$ cat config.mk
export PLATFORM = sky130hd
export DESIGN_NAME = ysyx_23060201_lsu_flat
export DESIGN_NICKNAME = d
export VERILOG_FILES = /design/src/rtl/ysyx_23060201_lsu_if.sv /design/src/rtl/ysyx_23060201_lsu.sv /design/src/flat_wrapper.sv
export SDC_FILE = /design/constraint.sdc
export NUM_CORES = 1
export LEC_CHECK = 0
export ABC_CLOCK_PERIOD_IN_PS = 8580
export BUFFER_PORTS_ARGS = -buffer_cell sky130_fd_sc_hd__buf_2
export CORE_MARGIN = 2
export CORE_UTILIZATION = 52
export CTS_CLUSTER_DIAMETER = 40
export DETAILED_ROUTE_END_ITERATION = 7
export PLACE_DENSITY = 0.87
export SKIP_LAST_GASP = 1
export SLEW_MARGIN = 20
export SYNTH_ARGS = -nofsm -noshare
export SYNTH_HDL_FRONTEND = slang
export SYNTH_SLANG_ARGS = --single-unit
$ cat constraint.sdc
create_clock -name clk -period 8.58 [get_ports clk]
set_input_delay 0.858 -clock clk [delete_from_list [all_inputs] [get_ports clk]]
set_output_delay 0.858 -clock clk [all_outputs]
set_load 0.01 [all_outputs]
$ cat src/rtl/ysyx_23060201_lsu_if.sv
// ysyx_23060201_lsu_if: EXU request, WBU response and data-memory port of the LSU.
// The LSU takes the slave side; the EXU/WBU/memory environment takes the master side.
interface ysyx_23060201_lsu_if #(
    parameter int MEM_ADDR_WIDTH = 32,
    parameter int DATA_WIDTH = 32
);
    logic req_valid;
    logic req_ready;
    logic req_wen;
    logic [2:0] req_funct3;
    logic [MEM_ADDR_WIDTH-1:0] req_addr;
    logic [DATA_WIDTH-1:0] req_wdata;
    logic resp_valid;
    logic resp_ready;
    logic [DATA_WIDTH-1:0] resp_rdata;
    logic resp_err;
    logic mem_ren;
    logic [MEM_ADDR_WIDTH-1:0] mem_raddr;
    logic [7:0] mem_rmask;
    logic [DATA_WIDTH-1:0] mem_rdata;
    logic mem_wen;
    logic [MEM_ADDR_WIDTH-1:0] mem_waddr;
    logic [7:0] mem_wmask;
    logic [DATA_WIDTH-1:0] mem_wdata;
    modport slave (
        input req_valid, req_wen, req_funct3, req_addr, req_wdata, resp_ready, mem_rdata,
        output req_ready, resp_valid, resp_rdata, resp_err,
        output mem_ren, mem_raddr, mem_rmask, mem_wen, mem_waddr, mem_wmask, mem_wdata
    );
    modport master (
        output req_valid, req_wen, req_funct3, req_addr, req_wdata, resp_ready, mem_rdata,
        input req_ready, resp_valid, resp_rdata, resp_err,
        input mem_ren, mem_raddr, mem_rmask, mem_wen, mem_waddr, mem_wmask, mem_wdata
    );
endinterface

$ cat src/rtl/ysyx_23060201_lsu.sv
// ysyx_23060201_lsu: RV32 load/store unit driving a single-cycle, word-wide data-memory port.
// One op at a time: IDLE -> ACCESS -> RESP, illegal requests skip straight to RESP.
module ysyx_23060201_lsu #(
    parameter int MEM_ADDR_WIDTH = 32,
    parameter int DATA_WIDTH = 32
) (
    input logic clk,
    input logic rst,
    ysyx_23060201_lsu_if.slave bus
);
    typedef enum logic [1:0] {IDLE, ACCESS, RESP} state_t;
    state_t state;
    logic wen_q;
    logic [2:0] funct3_q;
    logic [1:0] off_q;
    logic [1:0] off;
    logic illegal;
    logic [3:0] mask;
    logic [DATA_WIDTH-1:0] data;
    logic [DATA_WIDTH-1:0] ext;
    logic [MEM_ADDR_WIDTH-1:0] word_addr;
    assign bus.req_ready = state == IDLE;
    assign off = bus.req_addr[1:0];
    assign word_addr = {bus.req_addr[MEM_ADDR_WIDTH-1:2], 2'b00};
    always_comb begin
        illegal = bus.req_funct3 == 3'b011 || bus.req_funct3[2:1] == 2'b11
               || (bus.req_wen && bus.req_funct3[2])
               || (bus.req_funct3[1:0] == 2'b01 && off[0])
               || (bus.req_funct3[1:0] == 2'b10 && off != 2'b00);
        mask = bus.req_funct3[1:0] == 2'b00 ? 4'b0001 << off :
               bus.req_funct3[1:0] == 2'b01 ? 4'b0011 << off : 4'b1111;
        data = bus.mem_rdata >> {off_q, 3'b000};
        ext = funct3_q == 3'b000 ? {{(DATA_WIDTH-8){data[7]}}, data[7:0]} :
              funct3_q == 3'b100 ? {{(DATA_WIDTH-8){1'b0}}, data[7:0]} :
              funct3_q == 3'b001 ? {{(DATA_WIDTH-16){data[15]}}, data[15:0]} :
              funct3_q == 3'b101 ? {{(DATA_WIDTH-16){1'b0}}, data[15:0]} : data;
    end
    // Memory strobes are registers so an async reset kills an in-flight write before its edge.
    always_ff @(posedge clk or posedge rst) begin
        if (rst) begin
            state <= IDLE;
            wen_q <= 1'b0;
            funct3_q <= '0;
            off_q <= '0;
            bus.resp_valid <= 1'b0;
            bus.resp_rdata <= '0;
            bus.resp_err <= 1'b0;
            bus.mem_ren <= 1'b0;
            bus.mem_wen <= 1'b0;
            bus.mem_raddr <= '0;
            bus.mem_waddr <= '0;
            bus.mem_rmask <= '0;
            bus.mem_wmask <= '0;
            bus.mem_wdata <= '0;
        end else begin
            case (state)
                IDLE: if (bus.req_valid) begin
                    wen_q <= bus.req_wen;
                    funct3_q <= bus.req_funct3;
                    off_q <= off;
                    if (illegal) begin
                        bus.resp_valid <= 1'b1;
                        bus.resp_err <= 1'b1;
                        bus.resp_rdata <= '0;
                        state <= RESP;
                    end else begin
                        bus.mem_ren <= !bus.req_wen;
                        bus.mem_wen <= bus.req_wen;
                        bus.mem_raddr <= word_addr;
                        bus.mem_waddr <= word_addr;
                        bus.mem_rmask <= {4'b0000, mask};
                        bus.mem_wmask <= {4'b0000, mask};
                        bus.mem_wdata <= bus.req_wdata << {off, 3'b000};
                        state <= ACCESS;
                    end
                end
                ACCESS: begin
                    bus.mem_ren <= 1'b0;
                    bus.mem_wen <= 1'b0;
                    bus.resp_valid <= 1'b1;
                    bus.resp_err <= 1'b0;
                    bus.resp_rdata <= wen_q ? '0 : ext;
                    state <= RESP;
                end
                RESP: if (bus.resp_ready) begin
                    bus.resp_valid <= 1'b0;
                    state <= IDLE;
                end
                default: state <= IDLE;
            endcase
        end
    end
endmodule
$ cat src/flat_wrapper.sv
// flat-port wrapper written by rule: the top's interface ports become plain ports
module ysyx_23060201_lsu_flat 
#(
    parameter int MEM_ADDR_WIDTH = 32,
    parameter int DATA_WIDTH = 32
)
  (clk, rst, bus_req_valid, bus_req_wen, bus_req_funct3, bus_req_addr, bus_req_wdata, bus_resp_ready, bus_mem_rdata, bus_req_ready, bus_resp_valid, bus_resp_rdata, bus_resp_err, bus_mem_ren, bus_mem_raddr, bus_mem_rmask, bus_mem_wen, bus_mem_waddr, bus_mem_wmask, bus_mem_wdata);
  ysyx_23060201_lsu_if #(.MEM_ADDR_WIDTH(MEM_ADDR_WIDTH), .DATA_WIDTH(DATA_WIDTH)) bus_i ();
  input logic clk;
  input logic rst;
  input wire logic [$bits(bus_i.req_valid)-1:0] bus_req_valid;
  input wire logic [$bits(bus_i.req_wen)-1:0] bus_req_wen;
  input wire logic [$bits(bus_i.req_funct3)-1:0] bus_req_funct3;
  input wire logic [$bits(bus_i.req_addr)-1:0] bus_req_addr;
  input wire logic [$bits(bus_i.req_wdata)-1:0] bus_req_wdata;
  input wire logic [$bits(bus_i.resp_ready)-1:0] bus_resp_ready;
  input wire logic [$bits(bus_i.mem_rdata)-1:0] bus_mem_rdata;
  output wire logic [$bits(bus_i.req_ready)-1:0] bus_req_ready;
  output wire logic [$bits(bus_i.resp_valid)-1:0] bus_resp_valid;
  output wire logic [$bits(bus_i.resp_rdata)-1:0] bus_resp_rdata;
  output wire logic [$bits(bus_i.resp_err)-1:0] bus_resp_err;
  output wire logic [$bits(bus_i.mem_ren)-1:0] bus_mem_ren;
  output wire logic [$bits(bus_i.mem_raddr)-1:0] bus_mem_raddr;
  output wire logic [$bits(bus_i.mem_rmask)-1:0] bus_mem_rmask;
  output wire logic [$bits(bus_i.mem_wen)-1:0] bus_mem_wen;
  output wire logic [$bits(bus_i.mem_waddr)-1:0] bus_mem_waddr;
  output wire logic [$bits(bus_i.mem_wmask)-1:0] bus_mem_wmask;
  output wire logic [$bits(bus_i.mem_wdata)-1:0] bus_mem_wdata;
  assign bus_i.req_valid = bus_req_valid;
  assign bus_i.req_wen = bus_req_wen;
  assign bus_i.req_funct3 = bus_req_funct3;
  assign bus_i.req_addr = bus_req_addr;
  assign bus_i.req_wdata = bus_req_wdata;
  assign bus_i.resp_ready = bus_resp_ready;
  assign bus_i.mem_rdata = bus_mem_rdata;
  assign bus_req_ready = bus_i.req_ready;
  assign bus_resp_valid = bus_i.resp_valid;
  assign bus_resp_rdata = bus_i.resp_rdata;
  assign bus_resp_err = bus_i.resp_err;
  assign bus_mem_ren = bus_i.mem_ren;
  assign bus_mem_raddr = bus_i.mem_raddr;
  assign bus_mem_rmask = bus_i.mem_rmask;
  assign bus_mem_wen = bus_i.mem_wen;
  assign bus_mem_waddr = bus_i.mem_waddr;
  assign bus_mem_wmask = bus_i.mem_wmask;
  assign bus_mem_wdata = bus_i.mem_wdata;
  ysyx_23060201_lsu #(.MEM_ADDR_WIDTH(MEM_ADDR_WIDTH), .DATA_WIDTH(DATA_WIDTH)) u_core (.clk(clk), .rst(rst), .bus(bus_i));
endmodule
==> results of run 1 <==
## final cells by class
class / count / area (um2)
Clock buffer: 10 / 138
Tap cell: 140 / 175
Timing Repair Buffer: 245 / 1240
Fill cell: 913 / 3930
Clock inverter: 4 / 72.6
Multi-Input combinational cell: 405 / 2450
Inverter: 7 / 28.8
Sequential cell: 110 / 2750
## worst max path at each step
stage                                           endpoint            start  slack [ps]  depth (start not counted)
floorplan           u_core.bus.mem_raddr[10]$_DFFE_PP0P_              rst        4820                          1
global placement     u_core.bus.mem_rmask[3]$_DFFE_PP0P_  bus_req_addr[0]        4600                          9
detailed placement   u_core.bus.mem_rmask[3]$_DFFE_PP0P_  bus_req_addr[0]        4550                          9
CTS                  u_core.bus.mem_rmask[3]$_DFFE_PP0P_  bus_req_addr[0]        4940                          9
global route         u_core.bus.mem_rmask[1]$_DFFE_PP0P_  bus_req_addr[0]        4580                          9
finish               u_core.bus.mem_rmask[3]$_DFFE_PP0P_  bus_req_addr[0]        4950                          9
## worst register-to-register path: cells and delay by family (launching register included)
family	cells	cell delay (ps)
and+or+nand+nor	1	400
buffers and inverters	2	1100
AOI/OAI and AO/OA	2	390
DFF	1	500
## cell families (layout without fill, tap and decap cells)
| family | Yosys count | count (layout) | share of synthesized area, % |
|---|---|---|---|
| AND/OR/NAND/NOR | 221 | 221 | 16.5 |
| AO/OA/AOI/OAI | 127 | 127 | 17.1 |
| flip-flops | 110 | 110 | 48.3 |
| buffers and inverters | 90 | 266 | 9.63 |
| multiplexers | 41 | 41 | 7.57 |
| adder cells (fa/ha/maj) | 4 | 4 | 0.878 |
| other | 1 | 12 | 0.0658 |
## per-layer routing
| metal | wire (um) | global-route usage, % | vias to the layer above |
|---|---|---|---|
| met5 | 0 | 0 | - |
| met2 | 6980 | 39.8 | 226 |
| li1 | - | - | 2361 |
| met3 | 1270 | 6.52 | 26 |
| met4 | 383 | 9.62 | 0 |
| met1 | 5980 | 32.9 | 2271 |
## power breakdown
part | total (W) | internal (W) | leakage (nW) | switching, W
registers | 0.000781 | 0.000667 | 1.42 | 0.000114
clock network | 0.000339 | 0.000169 | 0.104 | 0.000170
logic | 0.000730 | 0.000309 | 2.18 | 0.000420
## flip-flops by register name, summed over array words and instances, names as in the netlist
signal,count
u_core.bus.mem_raddr,30
u_core.bus.mem_ren,1
u_core.bus.mem_rmask,4
u_core.bus.mem_wdata,32
u_core.bus.mem_wen,1
u_core.bus.resp_err,1
u_core.bus.resp_rdata,32
u_core.bus.resp_valid,1
u_core.funct3_q,3
u_core.off_q,2
u_core.state,2
u_core.wen_q,1
## cells in the mapped netlist, drive strengths merged (9+ instances only)
cell type	instances
o21ai	23
buf	69
a21oi	9
nor2b	12
o2bb2ai	31
o31ai	17
dfrtp	110
clkbuf	14
nand2	156
nor2	25
mux2i	33
a211oi	16
## metrics by stage
step,power [W],setup WS (ps),cells,utilization (%)
floorplan,0.00129,4820,605,-
global placement,0.00150,4600,907,61.6
detailed placement,0.00152,4550,907,61.6
CTS,0.00186,4940,921,63.6
global route,0.00198,4580,921,63.6
finish,0.00185,4950,921,63.6
==> results by group, run 1 <==
Run status
  • Outcome: finished, final reports clean

Power and ir drop
  • Static Leakage: about 3.7 nW
  • Worst IR Drop VDD: 132 uV
  • Pwr per Cell Area: around 270 nW/um2

CTS
  • Clock Pin Slew Worst Setup and Hold Paths: 100 ps
  • # clock sinks: 110
  • Clock latency reported for the late side of the worst-skew pair: 360 ps
  • Total CTS buffers: 9
  • Post-CTS setup repair buffer count: 0
  • CTS-repair resized insts: 0
  • CTS hold repair buffers: 0
  • CTS tree: built
  • Maximum number of buffers from clock root to sink: 2
  • H-tree levels: 3
  • Clock root buffer: sky130_fd_sc_hd__clkbuf_8

Placed design
  • Placement Cell Area: between 6000 and 7000 um2
  • Buffers on Ports: 240
  • GPL Wtd Cong: between 0.8 and 0.9
  • Estimated wirelength of the detail-placed design: between 10000 and 15000 um

Logic synthesis
  • YS warnings: 0
  • Library cell with the largest summed area after synthesis: sky130_fd_sc_hd__dfrtp_1
  • Synth Instances: about 590
  • Number of synthesized register bits: 110
  • Mean post-synth cell area: approximately 9.6 um2
  • Cell area after technology mapping: about 5700 um2
  • Fraction of synthesis flops using an asynchronous set or reset pin: 100%
  • Leading post-synthesis cells by cell area: sky130_fd_sc_hd__dfrtp_1, sky130_fd_sc_hd__nand2_1, sky130_fd_sc_hd__buf_4, sky130_fd_sc_hd__mux2i_1, sky130_fd_sc_hd__o2bb2ai_1
  • Top cell type's share of synthesized area: between 40 and 50%
  • Sequential area share after synthesis: between 40 and 50%
  • EDFF count, synth: 0
  • Number of distinct library cell variants in the gate-level netlist after synthesis: 45
  • Most common flop cell mapped by yosys: sky130_fd_sc_hd__dfrtp_1

Run
  • Number of max-capacitance violations reported: 0

STA
  • Worst Hold Margin: ~480 ps
  • Worst slew pin tran: roughly 840 ps
  • Count of final setup violators: 0
  • Setup TNS Final: 0 ps
  • Headroom to the max-slew limit: 43.7%
  • Final number of hold-violating endpoints: 0
  • Share of the clock period used by the worst path: 42.3%
  • Max Slew Vio Count: 0
  • Setup repair after global routing missed its margin: false
  • Post-route clock skew: 8.85 ps
  • Post-layout minimum cycle time: 3630 ps
  • Highest clock frequency the design can meet: about 280 MHz

Setup path
  • Number of cells traversed by the worst register-to-register path: 5
  • Setup crit end kind: flop
  • End of the worst register-to-register path: u_core.bus.mem_rmask[3]$_DFFE_PP0P_
  • Critical Path, Cell by Cell: buf_2 -> inv_1 -> ha_1 -> nor2b_1 -> o2111ai_4 -> buf_4 -> inv_2 -> nor2_1 -> a41oi_1
  • Standard cell with the maximum stage delay on the critical path: sky130_fd_sc_hd__buf_4
  • Critical path's top delay family: buffers and inverters
  • Startpoint Class: input pin
  • Biggest fanout along the worst timing path: just under 90
  • Largest stage delay, worst path: 660 ps
  • Start-to-end type of the worst setup path: in -> reg
  • Arrival time worst endpoint: ~3800 ps
  • Number of buffers and inverters on the critical path: 4
  • Crit Reg-Reg Startpoint: u_core.state[0]$_DFFE_PP0P_
  • Data required time at the worst endpoint: between 8000 and 9000 ps
  • Reg2reg setup slack: 6050 ps

Floorplan
  • Die span in x: 109 um
  • Y dimension of the die: 109 um
  • Initial Util: a little over half
  • Area of the die: 11800 um2
  • Boundary pin count: between 200 and 300
  • Core area: ~11000 um2
  • Row Count: 38

Global route
  • Number of global-route vias before repair: about 4600
  • Overall Global Routing Usage: about a quarter
  • Maximum number of pins on one net before global-route repair: 89
  • Aggregate global routing overflow: 0
  • First-pass GRT wire length: around 23000 um
  • Number of antenna violations at the first check in global routing: 0

Finish
  • Diode insertion count for antenna repair: 0
  • Commonest cells after routing, fill and taps aside: sky130_fd_sc_hd__buf_2, sky130_fd_sc_hd__nand2_1, sky130_fd_sc_hd__dfrtp_1
  • Layout area overhead: 20.3%
  • Net count, final: between 800 and 900
  • Layout cell share with drive strength beyond 1: between 30 and 40%
  • Non-Filler Cell Area, Final: slightly below 7000 um2
  • Most common cell after layout, fill and taps aside: sky130_fd_sc_hd__buf_2

Routing
  • Antenna Nets Post-Route: 0
  • Vias per inst: 5.30
  • Router iterations before antenna repair: 4
  • Iter 0 DRT Violations: around 350
  • Number of vias in the routed layout: about 5000
  • Wirelength, routed: around 15000 um
  • Number of remaining DRC errors: 0
  • Avg WL per Cell: about 16 um

Min path
  • Sink of the worst hold path: u_core.bus.mem_wdata[6]$_DFFE_PP0P_
  • Path category of the worst min-delay check: reg -> reg
  • Hold Crit Start: u_core.bus.mem_wdata[6]$_DFFE_PP0P_
  • Hold Path Stages: 2
No activity file was read; power rests on OpenSTA's default activity.
==> run 2, diff against run 1 <==
Settings changed: ABC_CLOCK_PERIOD_IN_PS 8580 to 2900, CORE_UTILIZATION 52 to 43, PLACE_DENSITY 0.87 to 0.77.
Clock period 8.58 ns to 2.9 ns, I/O delays scaled along.
==> results by group, run 2 (synthesis results as in run 1) <==
Finish
  • Layout cell share with drive strength beyond 1: 35.8% (was 35.3%)
  • Final core utilization: 53.9% (was 63.6%)
  • Net count, final: 891 (was 886)
  • Registers with the highest flip-flop counts: u_core.bus.mem_wdata (32), u_core.bus.resp_rdata (32), u_core.bus.mem_raddr (30) (unchanged)
  • Layout area overhead: 23.7% (was 20.3%)
  • Non-Filler Cell Area, Final: 7050 um2 (was 6860 um2)
  • Most common cell after layout, fill and taps aside: sky130_fd_sc_hd__buf_2 (unchanged)
  • Diode insertion count for antenna repair: 0 (unchanged)
  • Commonest cells after routing, fill and taps aside: sky130_fd_sc_hd__buf_2, sky130_fd_sc_hd__nand2_1, sky130_fd_sc_hd__dfrtp_1 (unchanged)
  • Number of filler cells placed in the layout: 1256 (was 913)

STA
  • Highest clock frequency the design can meet: 493 MHz
  • Setup repair after global routing missed its margin: false (unchanged)
  • Final number of hold-violating endpoints: 0 (unchanged)
  • Count of final setup violators: 0 (unchanged)
  • Headroom to the max-slew limit: 42.5% (was 43.7%)
  • Final setup margin: 872 ps (was 4950 ps)
  • Setup TNS Final: 0 ps (unchanged)
  • Post-layout minimum cycle time: approximately 2000 ps
  • Max Slew Vio Count: 0 (unchanged)
  • Post-route clock skew: 7.71 ps (was 8.85 ps)
  • Worst slew pin tran: 856 ps (was 844 ps)
  • Share of the clock period used by the worst path: 69.9%
  • Worst Hold Margin: 121 ps (was 476 ps)

CTS
  • # clock sinks: 110 (unchanged)
  • Total CTS buffers: 9 (unchanged)
  • CTS-repair resized insts: 0 (unchanged)
  • Clock root buffer: sky130_fd_sc_hd__clkbuf_16 (was sky130_fd_sc_hd__clkbuf_8)
  • Maximum number of buffers from clock root to sink: 2 (unchanged)
  • CTS tree: built (unchanged)
  • Clock Pin Slew Worst Setup and Hold Paths: 80 ps (was 100 ps)
  • Clock latency reported for the late side of the worst-skew pair: 350 ps (was 360 ps)
  • Post-CTS setup repair buffer count: 0 (unchanged)
  • H-tree levels: 3 (unchanged)

Run status
  • Outcome: finished, final reports clean (unchanged)

Setup path
  • End of the worst register-to-register path: u_core.bus.mem_rmask[3]$_DFFE_PP0P_ (unchanged)
  • Start-to-end type of the worst setup path: reg -> reg (was in -> reg)
  • Arrival time worst endpoint: 2210 ps (was 3830 ps)
  • First element of the critical path: u_core.state[0]$_DFFE_PP0P_ (was bus_req_addr[0])
  • Startpoint Class: flop (was input pin)
  • Crit Reg-Reg Startpoint: u_core.state[0]$_DFFE_PP0P_ (unchanged)
  • Data required time at the worst endpoint: 3090 ps (was 8780 ps)
  • Reg2reg setup slack: 870 ps (was 6050 ps)
  • Setup crit end kind: flop (unchanged)
  • Biggest fanout along the worst timing path: 46 (was 88)
  • Number of cells traversed by the worst register-to-register path: 4 (was 5)

Power and ir drop
  • Worst IR Drop VDD: 321 uV (was 132 uV)
  • Static Leakage: 3.76 nW (was 3.70 nW)
  • Cell internal pwr: 0.00358 W (was 0.00115 W)
  • Net switching power: 0.00216 W (was 0.000704 W)
  • Pwr per Cell Area: 814 nW/um2 (was 270 nW/um2)
  • Proportion of power drawn by combinational gates: 37.4% (was 39.4%)
  • Portion of total power attributed to sequential cells: 40.3% (was 42.2%)
  • Portion of total power attributed to the clock network: 22.3% (was 18.3%)
  • Sw frac: 37.6% (was 38.1%)

Placed design
  • GPL Wtd Cong: 0.851 (about the same)
  • Setup WS pre-CTS: 721 ps (was 4550 ps)
  • Buffers on Ports: 240 (unchanged)
  • Estimated wirelength of the detail-placed design: 11400 um (was 10600 um)
  • Placement Cell Area: 6740 um2 (was 6650 um2)

Floorplan
  • Area of the die: 14200 um2 (was 11800 um2)
  • Die span in x: 119 um (was 109 um)
  • Y dimension of the die: 119 um (was 109 um)
  • Row Count: 42 (was 38)
  • Initial Util: 43.6% (was 52.8%)
  • Core area: 13100 um2 (was 10800 um2)
  • Boundary pin count: 253 (unchanged)

Routing
  • Vias per inst: 5.10 (was 5.30)
  • Iter 0 DRT Violations: 262 (was 348)
  • Antenna Nets Post-Route: 0 (unchanged)
  • Wirelength, routed: 15300 um (was 14600 um)
  • Router iterations before antenna repair: 4 (unchanged)
  • Number of remaining DRC errors: 0 (unchanged)
  • Avg WL per Cell: 15.9 um (about the same)
  • Number of vias in the routed layout: 4918 (was 4884)

Global route
  • First-pass GRT wire length: 23900 um (was 22900 um)
  • Aggregate global routing overflow: 0 (unchanged)
  • Maximum number of pins on one net before global-route repair: 88 (was 89)
  • Number of global-route vias before repair: 4618 (was 4617)
  • Number of antenna violations at the first check in global routing: 1 (was 0)
  • Overall Global Routing Usage: 21.2% (was 25.0%)

Min path
  • Sink of the worst hold path: u_core.bus.mem_raddr[29]$_DFFE_PP0P_ (was u_core.bus.mem_wdata[6]$_DFFE_PP0P_)
  • Hold Crit Start: bus_req_addr[29] (was u_core.bus.mem_wdata[6]$_DFFE_PP0P_)
  • Hold Path Stages: 3 (was 2)
  • Path category of the worst min-delay check: in -> reg (was reg -> reg)

Run
  • Number of max-capacitance violations reported: 0 (unchanged)
==> run 2: what timing repair did <==
| item | in CTS | in global routing |
|---|---|---|
| endpoints found under the setup margin | 0 | 0 |
| hold endpoints to repair | 16 | 0 |
| hold buffers | 1 | 0 |
==> run 2: how the worst max path moves through the flow <==
stage / to
2_1_floorplan: u_core.bus.resp_rdata[16]$_DFFE_PP0P_
3_3_place_gp: u_core.bus.mem_rmask[3]$_DFFE_PP0P_
3_5_place_dp: u_core.bus.mem_wdata[23]$_DFFE_PP0P_
4_1_cts: u_core.bus.mem_rmask[3]$_DFFE_PP0P_
5_1_grt: u_core.bus.mem_rmask[3]$_DFFE_PP0P_
6_report: u_core.bus.mem_rmask[3]$_DFFE_PP0P_
==> run 2: critical path, stage by stage, from the launching register on <==
cell	delay, ps
sky130_fd_sc_hd__dfrtp_1	480
sky130_fd_sc_hd__nor3b_4	400
sky130_fd_sc_hd__o2111ai_4	170
sky130_fd_sc_hd__inv_2	590
sky130_fd_sc_hd__a41oi_1	220
==> run 2: per-layer routing <==
layer  global-route usage (%)  up-vias  wire (um)
met5                        0        -          7
met4                     8.33        2        386
met3                     5.41       26       1290
met2                     35.2      203       7290
met1                     26.5     2306       6340
li1                         -     2381          -
==> run 2: power groups by stage <==
stage / logic, W / clock network, W / registers [W]
detailed placement: 0.00217 / 0 / 0.00234
floorplan: 0.00134 / 0 / 0.00247
global route: 0.00237 / 0.00138 / 0.00238
finish: 0.00215 / 0.00128 / 0.00231
global placement: 0.00212 / 0 / 0.00234
CTS: 0.00217 / 0.00131 / 0.00232
==> run 2: through the flow <==
stage | instances | power (W)
2_1_floorplan | 605 | 0.00382
3_3_place_gp | 947 | 0.00446
3_5_place_dp | 947 | 0.00451
4_1_cts | 964 | 0.00580
5_1_grt | 964 | 0.00612
6_report | 964 | 0.00574
==> run 2: area by class of cell <==
cell class                 instances  area (um2)  share of cell area [%]
inverter                           7        30.0                   0.426
multi-input combinational        405        2450                    34.8
tap                              176         220                    3.12
sequential                       110        2750                    39.0
timing repair buffer             250        1290                    18.3
clock buffer                       9         225                    3.19
clock inverter                     7        81.3                    1.15
==> run 3, diff against run 2 <==
Settings changed: ABC_AREA set to 1, ABC_CLOCK_PERIOD_IN_PS 2900 to 1900, CORE_UTILIZATION 43 to 48, PLACE_DENSITY 0.77 to 0.8.
Clock period 2.9 ns to 1.9 ns, I/O delays scaled along.
==> results by group, run 3 <==
Run
  • Number of max-capacitance violations reported: 0 (unchanged)

STA
  • Final number of hold-violating endpoints: 16 (was 0)
  • Headroom to the max-slew limit: 58.5% (was 42.5%)
  • Count of final setup violators: 0 (unchanged)
  • Setup repair after global routing missed its margin: false (unchanged)
  • Share of the clock period used by the worst path: 83.5% (was 69.9%)
  • Worst slew pin tran: 623 ps (was 856 ps)
  • Setup TNS Final: 0 ps (unchanged)
  • Max Slew Vio Count: 0 (unchanged)
  • Post-layout minimum cycle time: 1590 ps (was 2030 ps)
  • Highest clock frequency the design can meet: 630 MHz (was 493 MHz)
  • Worst Hold Margin: -37.7 ps (was 121 ps)
  • Final setup margin: 313 ps (was 872 ps)
  • Post-route clock skew: 11.6 ps (was 7.71 ps)

Floorplan
  • Core area: 12100 um2 (was 13100 um2)
  • Area of the die: 13300 um2 (was 14200 um2)
  • Y dimension of the die: 115 um (was 119 um)
  • Row Count: 40 (was 42)
  • Die span in x: 115 um (was 119 um)
  • Boundary pin count: 253 (unchanged)
  • Initial Util: 49.4% (was 43.6%)

CTS
  • Total CTS buffers: 9 (unchanged)
  • Post-CTS setup repair buffer count: 0 (unchanged)
  • Clock root buffer: sky130_fd_sc_hd__clkbuf_16 (unchanged)
  • CTS tree: built (unchanged)
  • CTS hold repair buffers: 0 (was 1)
  • CTS-repair resized insts: 0 (unchanged)
  • Maximum number of buffers from clock root to sink: 2 (unchanged)
  • H-tree levels: 3 (unchanged)
  • Clock Pin Slew Worst Setup and Hold Paths: 80 ps (about the same)
  • Clock latency reported for the late side of the worst-skew pair: 350 ps (about the same)
  • # clock sinks: 110 (unchanged)

Placed design
  • Setup WS pre-CTS: 259 ps (was 721 ps)
  • DP Cell Count: 1173 (was 947)
  • Placement Cell Area: 7010 um2 (was 6740 um2)
  • Estimated wirelength of the detail-placed design: 12000 um (was 11400 um)
  • GPL Wtd Cong: 0.894 (was 0.851)
  • Buffers on Ports: 240 (unchanged)

Setup path
  • Biggest fanout along the worst timing path: 17 (was 46)
  • Setup crit end kind: flop (unchanged)
  • Number of cells traversed by the worst register-to-register path: 8 (was 4)
  • Startpoint Class: flop (unchanged)
  • Data required time at the worst endpoint: 2140 ps (was 3090 ps)
  • Arrival time worst endpoint: 1820 ps (was 2210 ps)
  • Start-to-end type of the worst setup path: reg -> reg (unchanged)

Finish
  • Non-Filler Cell Area, Final: 7370 um2 (was 7050 um2)
  • Layout cell share with drive strength beyond 1: 28.9% (was 35.8%)
  • Final cell count without fillers: 1190 (was 964)
  • Layout area overhead: 23.6% (was 23.7%)
  • Sequential cell area: 2750 um2 (unchanged)
  • Commonest cells after routing, fill and taps aside: sky130_fd_sc_hd__nand2_1, sky130_fd_sc_hd__buf_2, sky130_fd_sc_hd__dfrtp_1 (was sky130_fd_sc_hd__buf_2, sky130_fd_sc_hd__nand2_1, sky130_fd_sc_hd__dfrtp_1)
  • Combined area of the multi-input logic cells: 2550 um2 (was 2450 um2)
  • Registers with the highest flip-flop counts: u_core.bus.mem_wdata (32), u_core.bus.resp_rdata (32), u_core.bus.mem_raddr (30) (unchanged)
  • Most common cell after layout, fill and taps aside: sky130_fd_sc_hd__nand2_1 (was sky130_fd_sc_hd__buf_2)
  • Number of filler cells placed in the layout: 1168 (was 1256)
  • Net count, final: 1124 (was 891)

Run status
  • Outcome: finished, violations left (was finished, final reports clean)
  • Failing checks: hold timing

Global route
  • Number of global-route vias before repair: 5283 (was 4618)
  • Aggregate global routing overflow: 0 (unchanged)
  • First-pass GRT wire length: 26000 um (was 23900 um)
  • Overall Global Routing Usage: 24.8% (was 21.2%)
  • Maximum number of pins on one net before global-route repair: 111 (was 88)
  • Number of antenna violations at the first check in global routing: 1 (unchanged)

Logic synthesis
  • Cell area after technology mapping: 5960 um2 (was 5700 um2)
  • Library cell with the largest summed area after synthesis: sky130_fd_sc_hd__dfrtp_1 (unchanged)
  • YS warnings: 0 (unchanged)
  • Sequential area share after synthesis: 46.2% (was 48.3%)
  • Number of synthesized register bits: 110 (unchanged)
  • EDFF count, synth: 0 (unchanged)
  • Most frequently used cell type in the post-synthesis netlist: sky130_fd_sc_hd__nand2_1 (unchanged)
  • Mean post-synth cell area: 7.22 um2 (was 9.60 um2)
  • Number of distinct library cell variants in the gate-level netlist after synthesis: 24 (was 45)
  • Top cell type's share of synthesized area: 46.2% (was 48.3%)
  • Most frequent cells after synthesis: sky130_fd_sc_hd__nand2_1, sky130_fd_sc_hd__dfrtp_1, sky130_fd_sc_hd__o21ai_0, sky130_fd_sc_hd__buf_4, sky130_fd_sc_hd__nand3_1 (was sky130_fd_sc_hd__nand2_1, sky130_fd_sc_hd__dfrtp_1, sky130_fd_sc_hd__buf_4, sky130_fd_sc_hd__mux2i_1, sky130_fd_sc_hd__o2bb2ai_1)
  • Most common flop cell mapped by yosys: sky130_fd_sc_hd__dfrtp_1 (unchanged)
  • Synth Instances: 826 (was 594)
  • Fraction of synthesis flops using an asynchronous set or reset pin: 100% (unchanged)
  • Leading post-synthesis cells by cell area: sky130_fd_sc_hd__dfrtp_1, sky130_fd_sc_hd__nand2_1, sky130_fd_sc_hd__buf_4, sky130_fd_sc_hd__o21ai_0, sky130_fd_sc_hd__nand3_1 (was sky130_fd_sc_hd__dfrtp_1, sky130_fd_sc_hd__nand2_1, sky130_fd_sc_hd__buf_4, sky130_fd_sc_hd__mux2i_1, sky130_fd_sc_hd__o2bb2ai_1)

Power and ir drop
  • Net switching power: 0.00420 W (was 0.00216 W)
  • Worst IR Drop VDD: 757 uV (was 321 uV)
  • Proportion of power drawn by combinational gates: 42.3% (was 37.4%)
  • Cell internal pwr: 0.00618 W (was 0.00358 W)
  • Static Leakage: 4.46 nW (was 3.76 nW)
  • Pwr per Cell Area: 1410 nW/um2 (was 814 nW/um2)
  • Sw frac: 40.5% (was 37.6%)
  • Portion of total power attributed to sequential cells: 36.2% (was 40.3%)
  • Portion of total power attributed to the clock network: 21.5% (was 22.3%)

Routing
  • Antenna Nets Post-Route: 0 (unchanged)
  • Number of vias in the routed layout: 5826 (was 4918)
  • Iter 0 DRT Violations: 490 (was 262)
  • Vias per inst: 4.90 (was 5.10)
  • Avg WL per Cell: 13.6 um (was 15.9 um)
  • Router iterations before antenna repair: 5 (was 4)
  • Number of remaining DRC errors: 0 (unchanged)
  • Wirelength, routed: 16200 um (was 15300 um)

Min path
  • Path category of the worst min-delay check: in -> async (was in -> reg)
run 3: cells by family after synthesis:
| logic type | after synthesis | synth area share (%) |
|---|---|---|
| AND/OR/NAND/NOR | 494 | 32.9 |
| buffers and inverters | 123 | 11.8 |
| flip-flops | 110 | 46.2 |
| AO/OA/AOI/OAI | 94 | 8.27 |
| adder cells (fa/ha/maj) | 4 | 0.840 |
| other | 1 | 0.0629 |
run 3: path summary, 6_finish.rpt:
| kind | start | end | slack [ps] |
|---|---|---|---|
| worst max-delay path | u_core.funct3_q[1]$_DFFE_PP0P_ | u_core.bus.resp_rdata[15]$_DFFE_PP0P_ | 310 |
| worst min-delay path | rst | u_core.bus.mem_raddr[23]$_DFFE_PP0P_ | -40 |
| worst max register to register | u_core.funct3_q[1]$_DFFE_PP0P_ | u_core.bus.resp_rdata[15]$_DFFE_PP0P_ | 310 |
| worst min register to register | u_core.bus.mem_wdata[17]$_DFFE_PP0P_ | u_core.bus.mem_wdata[17]$_DFFE_PP0P_ | 470 |
| max in group asynchronous | rst | u_core.bus.resp_rdata[25]$_DFFE_PP0P_ | 1430 |
| min in group clk | bus_req_addr[29] | u_core.bus.mem_raddr[29]$_DFFE_PP0P_ | 40 |
run 3: routing by layer:
metal  wire length, um  vias to the layer above  global-route usage, %  part of all wire, %
met5                 0                        -                      0                    0
met4               442                        0                   11.4                  2.7
met3              1220                       27                   4.08                  7.5
met2              7500                      253                   38.7                   46
met1              7060                     2653                   34.1                   44
li1                  -                     2893                      -                    -
run 3: worst max-delay path, stage by stage (launching register included):
cell,delay (ps)
sky130_fd_sc_hd__dfrtp_1,380
sky130_fd_sc_hd__inv_2,110
sky130_fd_sc_hd__nand2_2,140
sky130_fd_sc_hd__nor2_4,250
sky130_fd_sc_hd__nand2_1,100
sky130_fd_sc_hd__nand2_2,150
sky130_fd_sc_hd__inv_2,150
sky130_fd_sc_hd__nand2_1,130
sky130_fd_sc_hd__nand2_1,50
run 3: final cells by class:
class	count	share of cell area (%)
flip-flops and latches	110	37.4
repair buffers	254	18.4
diodes	1	0.0340
clock inverters	6	1.56
inverters	37	1.94
well taps	168	2.85
multi-input cells	604	34.6
clock buffers	10	3.24
run 3: power by group through the flow:
stage,Clock [W],Combinational [W],Sequential [W]
finish,0.00223,0.00439,0.00376
global route,0.00239,0.00493,0.00387
CTS,0.00227,0.00441,0.00376
detailed placement,0,0.00441,0.00378
global placement,0,0.00434,0.00379
floorplan,0,0.00279,0.00406
run 3: per-stage QoR:
step / utilization, % / hold WS (ps) / total power (W)
3_5_place_dp: 58.1 / 393 / 0.00818
3_3_place_gp: 58.1 / 391 / 0.00812
6_report: 61.1 / -37.7 / 0.0104
5_1_grt: 61.1 / 31.2 / 0.0112
2_1_floorplan: - / 297 / 0.00686
4_1_cts: 61.1 / 27.0 / 0.0104
